<file path="src/rtl/fc_sequencer.sv">
// Frame controller for the FC output stage: packs N_IN serial features into a
// parallel vector, fires the FC datapath, waits its latency and returns the result.
module fc_sequencer #(
    parameter int N_IN   = 16,
    parameter int DATA_W = 10,
    parameter int RES_W  = 32,
    parameter int FC_LAT = 1
) (
    input  logic                   i_clk,
    input  logic                   i_reset,
    input  logic                   i_in_valid,
    input  logic [DATA_W-1:0]      i_in_data,
    input  logic                   i_in_last,
    output logic                   o_in_ready,
    output logic                   o_fc_enable,
    output logic [N_IN*DATA_W-1:0] o_fc_data,
    input  logic [RES_W-1:0]       i_fc_result,
    output logic                   o_out_valid,
    output logic [RES_W-1:0]       o_out_result,
    input  logic                   i_out_ready,
    output logic                   o_frame_err,
    output logic                   o_busy
);

    localparam int IDX_W = (N_IN > 1) ? $clog2(N_IN) : 1;
    localparam int CNT_W = (FC_LAT > 1) ? $clog2(FC_LAT) : 1;

    localparam logic [1:0] ST_COLLECT = 2'd0;
    localparam logic [1:0] ST_FIRE    = 2'd1;
    localparam logic [1:0] ST_WAIT    = 2'd2;
    localparam logic [1:0] ST_OUT     = 2'd3;

    logic [1:0]             state;
    logic [IDX_W-1:0]       idx;
    logic [CNT_W-1:0]       wait_cnt;
    logic [N_IN*DATA_W-1:0] fc_buf;

    logic accept;
    logic last_slot;
    logic close_frame;
    logic bad_frame;
    logic capture;
    logic out_done;

    // Ready is gated by reset so no beat can be taken while reset is held.
    assign o_in_ready  = (state == ST_COLLECT) & ~i_reset;
    assign accept      = i_in_valid & o_in_ready;
    assign last_slot   = (idx == IDX_W'(N_IN - 1));
    assign close_frame = accept & (last_slot | i_in_last);
    // A well-formed frame ends exactly on the final slot with last set.
    assign bad_frame   = close_frame & ~(last_slot & i_in_last);
    assign capture     = (state == ST_WAIT) && (wait_cnt == '0);
    assign out_done    = (state == ST_OUT) && i_out_ready;

    always_ff @(posedge i_clk or posedge i_reset) begin
        if (i_reset) begin
            state       <= ST_COLLECT;
            idx         <= '0;
            wait_cnt    <= '0;
            o_frame_err <= 1'b0;
        end else begin
            o_frame_err <= bad_frame;
            case (state)
                ST_COLLECT: begin
                    if (accept) begin
                        idx <= close_frame ? '0 : idx + IDX_W'(1);
                    end
                    if (close_frame) begin
                        state <= ST_FIRE;
                    end
                end
                ST_FIRE: begin
                    wait_cnt <= CNT_W'(FC_LAT - 1);
                    state    <= ST_WAIT;
                end
                ST_WAIT: begin
                    if (wait_cnt == '0) begin
                        state <= ST_OUT;
                    end else begin
                        wait_cnt <= wait_cnt - CNT_W'(1);
                    end
                end
                ST_OUT: begin
                    if (i_out_ready) begin
                        state <= ST_COLLECT;
                    end
                end
                default: state <= ST_COLLECT;
            endcase
        end
    end

    // Buffer is cleared after each delivered result so short frames read as zero-padded.
    always_ff @(posedge i_clk or posedge i_reset) begin
        if (i_reset) begin
            fc_buf       <= '0;
            o_out_result <= '0;
        end else begin
            if (accept) begin
                fc_buf[int'(idx)*DATA_W +: DATA_W] <= i_in_data;
            end else if (out_done) begin
                fc_buf <= '0;
            end
            if (capture) begin
                o_out_result <= i_fc_result;
            end
        end
    end

    assign o_fc_enable = (state == ST_FIRE);
    assign o_fc_data   = fc_buf;
    assign o_out_valid = (state == ST_OUT);
    assign o_busy      = (state != ST_COLLECT);

endmodule

</file>
<file path="config.mk">
export PLATFORM = sky130hd
export DESIGN_NAME = fc_sequencer
export DESIGN_NICKNAME = d
export VERILOG_FILES = /design/src/rtl/fc_sequencer.sv
export SDC_FILE = /design/constraint.sdc
export NUM_CORES = 1
export LEC_CHECK = 0
export CAP_MARGIN = 20
export CELL_PAD_IN_SITES_DETAIL_PLACEMENT = 1
export CELL_PAD_IN_SITES_GLOBAL_PLACEMENT = 2
export CORE_MARGIN = 1
export CORE_UTILIZATION = 31
export CTS_BUF_LIST = sky130_fd_sc_hd__clkbuf_4 sky130_fd_sc_hd__clkbuf_8 sky130_fd_sc_hd__clkbuf_16
export CTS_CLUSTER_SIZE = 12
export DETAILED_ROUTE_END_ITERATION = 8
export PLACE_DENSITY_LB_ADDON = 0.08
export SLEW_MARGIN = 40
export SYNTH_ARGS = -nofsm -noshare
export SYNTH_HDL_FRONTEND = slang
export SYNTH_SLANG_ARGS = --single-unit
</file>
<file path="constraint.sdc">
create_clock -name i_clk -period 7.8 [get_ports i_clk]
set_input_delay 1.56 -clock i_clk [delete_from_list [all_inputs] [get_ports i_clk]]
set_output_delay 1.56 -clock i_clk [all_outputs]
set_load 0.01 [all_outputs]
</file>
==> results.toml, run 1 <==
[status]
status = "finished clean"

[critical_path]
cp_max_fo = 16
cp-end-kind = "flop"
max_stage_delay_ns = 0.96
required_ns = 8.10
start_kind = "flop"
critPathTopFamily = "adder cells"
crit_chain = "ha_1 > ha_1 > fa_1 > nor2_2 > nand3_1 > nor2_1 > ha_1 > inv_1 > nor2_1 > nand3_1 > nor2_1 > nand2_1 > mux2i_1"
cp_num_buf_inv = 1
crit_type = "reg2reg"
slowest_stage = "fa_1"
critPathArrivalTime_ns = 5.12

[finish]
final_cells = 1679
final_cell_mix = "243 x clkdlybuf4s50_1, 236 x nand2_1, 199 x dfrtp_1"
fill_cells = 3576
n_antenna_cell = 0
mostFrequentLayoutCell = "clkdlybuf4s50_1"
layout-drive-gt1-share = 0.0954
regArea_sq_um = 4980
stdcell_area_sq_um = 13800
nets = 1284
final_util = 0.425
multi_input_area_sq_um = 5000
syn_to_final_growth_pct = 35.1

[die]
io_pins = 244
initial_utilization = 0.315
coreArea_sq_um = 32500
die_area_sq_um = 33700
fp.dieW_um = 184
dieHeight_um = 184
rows = 66

[route]
first_pass_iters = 5
drt_wl_total_um = 36900
ant_nets = 0
drcViolationCount = 0
drt_iter0_drc = 483
wl_per_cell_um = 22.0
vias = 8647
viasPerCell = 5.15

[timing]
period_minus_slack_ns = 4.82
tightestPinTransition_ns = 0.853
tns_ns = 0
setup_slack_ns = 2.98
timing.final.crit_share = 0.618
slew_headroom = 0.427
setup_viol = 0
hold_viol = 0
fmax_mhz = 207
fin_skew_ns = 0.0145
rsz0062_at_grt = "false"
finalMaxSlewViolations = 0

[clock_tree]
htree_levels = 4
cts_sinks = 199
cts_root_buffer = "clkbuf_16"
holdBufCountCts = 0
cts_buffer_depth = 2
cts_setup_buffers = 0
cts_buffers = 17
clk_latency_ns = 0.46
path_clk_slew_ns = 0.08
cts_resized = 0
tritoncts = "yes"

[placement]
dp_cells = 1644
placed_cell_area_sq_um = 13100
place_ws_ns = 2.99
portBuffers = 243
gp_congestion = 0.883
dpl.hpwl_um = 26800

[global_route]
grt_pass1_wl_um = 57000
grt_usage = 0.226
grt_overflow = 0
antenna_found_initial = 0
grt_max_degree = 139
grt_pass1_vias = 9112

[synthesis]
synth_edf_count = 0
ys_types = 70
syn_area_sq_um = 10200
yosysWarnings = 0
syn_inst = 997
synth-async-reset-ratio = 1.00
postSynthRegisterBits = 199
synth_area_per_cell_sq_um = 10.2
synth-main-ff-cell = "dfrtp_1"
syn_nets = 1057
seq_area_frac_synth = 0.487

[power]
ir_drop_uv = 252
power_density_nw_per_um2 = 427
power_leakage_nw = 6.17

[hold_path]
hold_class = "reg2reg"

[flow_run]
drv_cap = 0
## power breakdown
part           internal [W]  switching (W)
combinational       0.00111        0.00254
sequential          0.00118      0.0000958
clock              0.000528       0.000443
total               0.00281        0.00308
## state kept, by name, summed over array words and instances, names as in the netlist
name and cells:
idx 4, o_out_result 32, o_fc_data 160, state 2, o_frame_err 1
## worst reg2reg max path: cells and delay by family (launching register included)
kind                     cells  cell delay (ns)
buffers and inverters        1             0.17
flip-flops                   1             0.57
multiplexers                 1             0.16
adder cells (fa/ha/maj)      4             1.95
AND/OR/NAND/NOR              7             1.83
## routing by layer
layer | track usage | vias up | wire [um]
met1 | 0.304 | 4410 | 17000
met4 | 0.0727 | 0 | 748
li1 | - | 3952 | -
met3 | 0.0495 | 47 | 1940
met5 | 0 | - | 0
met2 | 0.360 | 238 | 17200
## kinds of logic (layout without fill, tap and decap cells)
group,count (synthesis),count (layout),share of synthesized area
AO/OA/AOI/OAI,130,130,0.0893
buffers and inverters,62,302,0.0267
flip-flops,199,199,0.487
AND/OR/NAND/NOR,384,384,0.170
multiplexers,200,200,0.202
XOR/XNOR,9,9,0.00772
adder cells (fa/ha/maj),13,13,0.0167
## final timing paths
check | startpoint | end | slack, ns | depth (start not counted)
worst max-delay path | idx[1] | o_fc_data[78] | 2.98 | 13
worst min-delay path | o_fc_data[1] | o_fc_data[1] | 0.51 | 2
worst max register to register | idx[1] | o_fc_data[78] | 2.98 | 13
worst min register to register | o_fc_data[1] | o_fc_data[1] | 0.51 | 2
max in group asynchronous | i_reset | o_fc_data[43] | 5.36 | 3
min in group asynchronous | i_reset | o_fc_data[6] | 1.58 | 2
## cells in the mapped netlist, types with 4 or more instances
cell / count / area share
nand2_1: 236 / 0.087
dfrtp_1: 199 / 0.49
mux2i_1: 162 / 0.16
nor2_1: 56 / 0.021
mux2_2: 37 / 0.041
clkbuf_1: 30 / 0.011
a22oi_1: 28 / 0.021
nand3_1: 26 / 0.013
o21ai_0: 22 / 0.011
a21oi_1: 18 / 0.0088
buf_2: 13 / 0.0064
ha_1: 12 / 0.015
inv_1: 12 / 0.0044
and3_1: 10 / 0.0061
a32oi_1: 8 / 0.0069
and2_1: 7 / 0.0043
or2_2: 7 / 0.0043
a21o_1: 5 / 0.0037
o211ai_1: 5 / 0.0037
xnor2_1: 5 / 0.0043
nor3_1: 4 / 0.0020
o21ai_1: 4 / 0.0020
o22a_1: 4 / 0.0034
o22ai_1: 4 / 0.0024
or3_1: 4 / 0.0024
xor2_1: 4 / 0.0034
## cell type report
cell class | instances | area share
Multi-Input combinational cell | 736 | 0.362
Inverter | 13 | 0.00444
Clock buffer | 19 | 0.0324
Timing Repair Buffer | 257 | 0.187
Sequential cell | 199 | 0.361
Clock inverter | 13 | 0.0131
Tap cell | 442 | 0.0401
## per-stage QoR
stage | hold WS (ns) | total power, W
after floorplan | 0.533 | 0.00341
after global placement | 0.489 | 0.00486
after detailed placement | 0.494 | 0.00491
after CTS | 0.513 | 0.00591
after global routing | 0.529 | 0.00623
final | 0.506 | 0.00589
No activity file was read; power rests on OpenSTA's default activity.
==> run 2, diff against run 1 <==
==> constraint.sdc (replaced) <==
create_clock -name i_clk -period 4.6 [get_ports i_clk]
set_input_delay 0.92 -clock i_clk [delete_from_list [all_inputs] [get_ports i_clk]]
set_output_delay 0.92 -clock i_clk [all_outputs]
set_load 0.01 [all_outputs]
==> run 2 against run 1 <==
Non-clock buffer count increased by 35. Maximum frequency increased by 16%. Clock skew decreased by 0.0015 ns. Sequential share of layout area decreased by 0.46 points. Via count increased by 0.49%. Clock power increased by 53%. Critical path depth unchanged. Hold slack improved by 0.0024 ns. Cell count increased by 2.0%.
==> results.toml, run 2 (same netlist as run 1, synthesis figures left out) <==
[critical_path]
worstReg2RegStart = "idx[1]"
cp_max_fo = 10
cp-end-kind = "flop"
crit_type = "reg2reg"
reg2reg_slack_ns = 0.45
critPathArrivalTime_ns = 4.47
start_kind = "flop"
required_ns = 4.92
r2r_cells = 13
r2r-end = "o_fc_data[117]"

[finish]
layout-drive-gt1-share = 0.118
final_cell_mix = "243 x clkdlybuf4s50_1, 236 x nand2_1, 199 x dfrtp_1"
mostFrequentLayoutCell = "clkdlybuf4s50_1"
stdcell_area_sq_um = 14000
n_antenna_cell = 0
syn_to_final_growth_pct = 36.9
nets = 1319
largest_reg_flops = 160

[route]
drt_iter0_drc = 463
wl_per_cell_um = 21.8
ant_nets = 0
drt_wl_total_um = 37400
vias = 8689
first_pass_iters = 5
viasPerCell = 5.08
drcViolationCount = 0

[global_route]
grt_pass1_wl_um = 57800
grt_max_degree = 103
grt_pass1_vias = 9232
grt_usage = 0.228
grt_overflow = 0
antenna_found_initial = 0

[clock_tree]
cts_buffers = 17
htree_levels = 4
holdBufCountCts = 0
cts_setup_buffers = 0
path_clk_slew_ns = 0.07
cts_resized = 0
tritoncts = "yes"
cts_root_buffer = "clkbuf_16"
cts_sinks = 199
clk_latency_ns = 0.44
cts_buffer_depth = 2

[placement]
dpl.hpwl_um = 28000
portBuffers = 243
gp_congestion = 0.911
placed_cell_area_sq_um = 13400

[hold_path]
hold_end = "o_out_result[19]"
worstHoldStart = "o_out_result[19]"
hold_class = "reg2reg"
hold_depth = 1

[die]
rows = 66
io_pins = 244
coreArea_sq_um = 32500
die_area_sq_um = 33700
initial_utilization = 0.315
fp.dieW_um = 184
dieHeight_um = 184

[timing]
hold_viol = 0
fin_skew_ns = 0.0130
finalMaxSlewViolations = 0
tns_ns = 0
fmax_mhz = 241
rsz0062_at_grt = "false"
setup_viol = 0
timing.final.crit_share = 0.902
slew_headroom = 0.522
tightestPinTransition_ns = 0.710
period_minus_slack_ns = 4.15

[power]
power_density_nw_per_um2 = 732
total_power_w = 0.0102
ir_drop_uv = 490
power_leakage_nw = 6.29

[flow_run]
drv_cap = 0

[status]
status = "finished clean"
==> run 2: critical path: stages, from the launching register on <==
cell and delay, ns:
dfrtp_1 0.58, ha_1 0.31, ha_1 0.22, fa_1 0.50, nor2_2 0.26, nand3_1 0.24, nor2_1 0.16, ha_1 0.17
inv_1 0.10, nor2_1 0.24, nand3_1 0.38, nor2_1 0.49, nand3_1 0.21, mux2i_1 0.15
==> run 2: area by class of cell <==
type / instances / area [sq um]
Clock inverter: 12 / 118
Clock buffer: 18 / 433
Tap cell: 442 / 553
Sequential cell: 199 / 4980
Timing Repair Buffer: 292 / 2860
Fill cell: 3606 / 18500
Multi-Input combinational cell: 736 / 4980
Inverter: 13 / 52.6
==> run 2: how the worst max path moves through the flow <==
| stage | cells past startpoint | slack, ns | from | to |
|---|---|---|---|---|
| 4_1_cts | 13 | 0.47 | idx[1] | o_fc_data[117] |
| 5_1_grt | 13 | 0.08 | idx[1] | o_fc_data[118] |
| 3_3_place_gp | 13 | 0.61 | idx[1] | o_fc_data[116] |
| 3_5_place_dp | 13 | 0.49 | idx[1] | o_fc_data[117] |
| 2_1_floorplan | 14 | 1.06 | idx[2] | o_fc_data[5] |
| 6_report | 13 | 0.45 | idx[1] | o_fc_data[117] |
==> run 2: layer usage <==
layer	global-route usage	part of all wire	up-vias
li1	-	-	4014
met1	0.304	0.46	4394
met2	0.371	0.47	244
met3	0.0491	0.052	37
met4	0.0673	0.020	0
met5	0	0	-
==> run 2: power breakdown <==
part / leakage, nW / total, W / internal, W / switching, W
Sequential: 2.70 / 0.00216 / 0.00200 / 0.000166
Combinational: 3.32 / 0.00658 / 0.00222 / 0.00436
Clock: 0.265 / 0.00148 / 0.000758 / 0.000727
==> run 2: stage by stage <==
stage	utilization	worst slack [ns]	hold slack [ns]	cells
floorplan	-	1.06	0.533	997
global placement	0.413	0.606	0.489	1681
detailed placement	0.414	0.495	0.494	1682
CTS	0.431	0.466	0.512	1712
global route	0.431	0.0755	0.531	1712
finish	0.431	0.450	0.509	1712
==> run 3, diff against run 2 <==
--- a/config.mk
+++ b/config.mk
@@ -5,11 +5,12 @@
 export SDC_FILE = /design/constraint.sdc
 export NUM_CORES = 1
 export LEC_CHECK = 0
+export ABC_AREA = 0
 export CAP_MARGIN = 20
 export CELL_PAD_IN_SITES_DETAIL_PLACEMENT = 1
 export CELL_PAD_IN_SITES_GLOBAL_PLACEMENT = 2
 export CORE_MARGIN = 1
-export CORE_UTILIZATION = 31
+export CORE_UTILIZATION = 34
 export CTS_BUF_LIST = sky130_fd_sc_hd__clkbuf_4 sky130_fd_sc_hd__clkbuf_8 sky130_fd_sc_hd__clkbuf_16
 export CTS_CLUSTER_SIZE = 12
 export DETAILED_ROUTE_END_ITERATION = 8
@@ -18,3 +19,4 @@
 export SYNTH_ARGS = -nofsm -noshare
 export SYNTH_HDL_FRONTEND = slang
 export SYNTH_SLANG_ARGS = --single-unit
+export TNS_END_PERCENT = 30
==> constraint.sdc (replaced) <==
create_clock -name i_clk -period 4.9 [get_ports i_clk]
set_input_delay 0.98 -clock i_clk [delete_from_list [all_inputs] [get_ports i_clk]]
set_output_delay 0.98 -clock i_clk [all_outputs]
set_load 0.01 [all_outputs]
==> run 3 against run 2 <==
Clock skew fell by 0.00096 ns. Sequential share of layout area is 0.41 points higher. Cell area is 1.1% lower. Highest routed layer unchanged. Total power shrank 7.5%. Core utilization is 3.6 points higher. Critical endpoint unchanged. Combinational power fell by 9.7%. Sequential power decreased by 6%. First-iteration DRC count rose by 33%.
==> results.toml, run 3 (same netlist as run 1, synthesis figures left out) <==
[finish]
stdcell_area_sq_um = 13800
final_cell_mix = "243 x clkdlybuf4s50_1, 236 x nand2_1, 199 x dfrtp_1"
largest_reg_flops = 160
syn_to_final_growth_pct = 35.3
mostFrequentLayoutCell = "clkdlybuf4s50_1"
final_util = 0.466
layout-drive-gt1-share = 0.107
n_antenna_cell = 0
nets = 1303
fill_cells = 3284

[clock_tree]
cts_root_buffer = "clkbuf_16"
cts_resized = 0
holdBufCountCts = 0
cts_sinks = 199
cts_setup_buffers = 0
cts_buffers = 17
clk_latency_ns = 0.45
tritoncts = "yes"
cts_buffer_depth = 2
htree_levels = 4
path_clk_slew_ns = 0.09

[timing]
tns_ns = 0
timing.final.crit_share = 0.901
hold_viol = 0
fin_skew_ns = 0.0120
finalMaxSlewViolations = 0
rsz0062_at_grt = "false"
setup_slack_ns = 0.485
setup_viol = 0
fmax_mhz = 226
tightestPinTransition_ns = 0.900
slew_headroom = 0.400
period_minus_slack_ns = 4.42

[critical_path]
reg2reg_slack_ns = 0.48
worstReg2RegStart = "idx[1]"
crit_type = "reg2reg"
crit_start = "idx[1]"
r2r_cells = 13
critPathArrivalTime_ns = 4.72
slowest_stage = "dfrtp_1"
r2r-end = "o_fc_data[117]"
cp_max_fo = 10
start_kind = "flop"
cp-end-kind = "flop"
endpoint = "o_fc_data[117]"
max_stage_delay_ns = 0.58
required_ns = 5.20
crit_chain = "ha_1 > ha_1 > fa_1 > nor2_2 > nand3_1 > nor2_1 > ha_1 > inv_1 > nor2_1 > nand3_1 > nor2_1 > nand3_1 > mux2i_1"

[global_route]
grt_pass1_vias = 9183
grt_usage = 0.238
grt_max_degree = 160
antenna_found_initial = 0
grt_overflow = 0
grt_pass1_wl_um = 55600

[power]
power_density_nw_per_um2 = 685
seqPwrFrac = 0.214
power_leakage_nw = 6.23
switching_power_w = 0.00497
total_power_w = 0.00946
p_comb_frac = 0.628
p_clk_frac = 0.158
p_int_w = 0.00450
ir_drop_uv = 486
swShare = 0.525

[route]
drt_iter0_drc = 616
drt_wl_total_um = 36000
wl_per_cell_um = 21.9
viasPerCell = 5.28
ant_nets = 0
vias = 8698
first_pass_iters = 5
drcViolationCount = 0

[die]
fp.dieW_um = 175
dieHeight_um = 175
io_pins = 244
initial_utilization = 0.345
die_area_sq_um = 30700
rows = 63
coreArea_sq_um = 29600

[placement]
placed_cell_area_sq_um = 13200
place_ws_ns = 0.616
dpl.hpwl_um = 25900
portBuffers = 243
gp_congestion = 0.922

[hold_path]
hold_class = "reg2reg"

[status]
status = "finished clean"

[flow_run]
drv_cap = 0
## run 3: cell types whose count changed in the layout (fill, tap and decap cells not counted), sizes merged
cell,delta
buf,-16
bufinv,-1
clkinv,+5
clkinvlp,-2
## run 3: routing by layer
layer,track usage,wire [um]
met5,0,0
met4,0.0605,618
met3,0.0459,2110
met2,0.390,17000
met1,0.323,16300
## run 3: cell type report
type                       instances  area, sq um  share of cell area
tap                              390          488              0.0353
multi-input combinational        736         4980               0.360
sequential                       199         4980               0.360
clock inverter                    14          174              0.0126
inverter                          13         52.6             0.00380
clock buffer                      18          433              0.0313
timing repair buffer             276         2720               0.197
## run 3: worst min path at each step
stage / start / endpoint / slack (ns) / cells after the start
6_report: o_out_result[1] / o_out_result[1] / 0.52 / 1
5_1_grt: o_out_result[22] / o_out_result[22] / 0.53 / 1
4_1_cts: o_out_result[12] / o_out_result[12] / 0.52 / 1
3_5_place_dp: o_out_result[19] / o_out_result[19] / 0.50 / 1
3_3_place_gp: o_out_result[8] / o_out_result[8] / 0.49 / 1
2_1_floorplan: state[1] / state[1] / 0.53 / 1
## run 3: metrics by stage
stage / cells / hold slack, ns
2_1_floorplan: 997 / 0.533
3_3_place_gp: 1614 / 0.489
3_5_place_dp: 1614 / 0.499
4_1_cts: 1646 / 0.517
5_1_grt: 1646 / 0.530
6_report: 1646 / 0.516
## run 3: power groups by stage
| stage | clock network (W) | logic [W] | registers [W] |
|---|---|---|---|
| after global routing | 0.00157 | 0.00632 | 0.00206 |
| after global placement | 0 | 0.00586 | 0.00205 |
| after floorplan | 0 | 0.00329 | 0.00213 |
| final | 0.00150 | 0.00594 | 0.00203 |
| after detailed placement | 0 | 0.00587 | 0.00206 |
| after CTS | 0.00152 | 0.00591 | 0.00203 |
## run 3: worst max-delay path, delay by kind of cell, from the launching register on
family / cells / cell delay, ns
fa+ha+maj: 4 / 1.35
mux: 1 / 0.16
buf+inv: 1 / 0.17
simple gates: 7 / 2.01
flops: 1 / 0.58
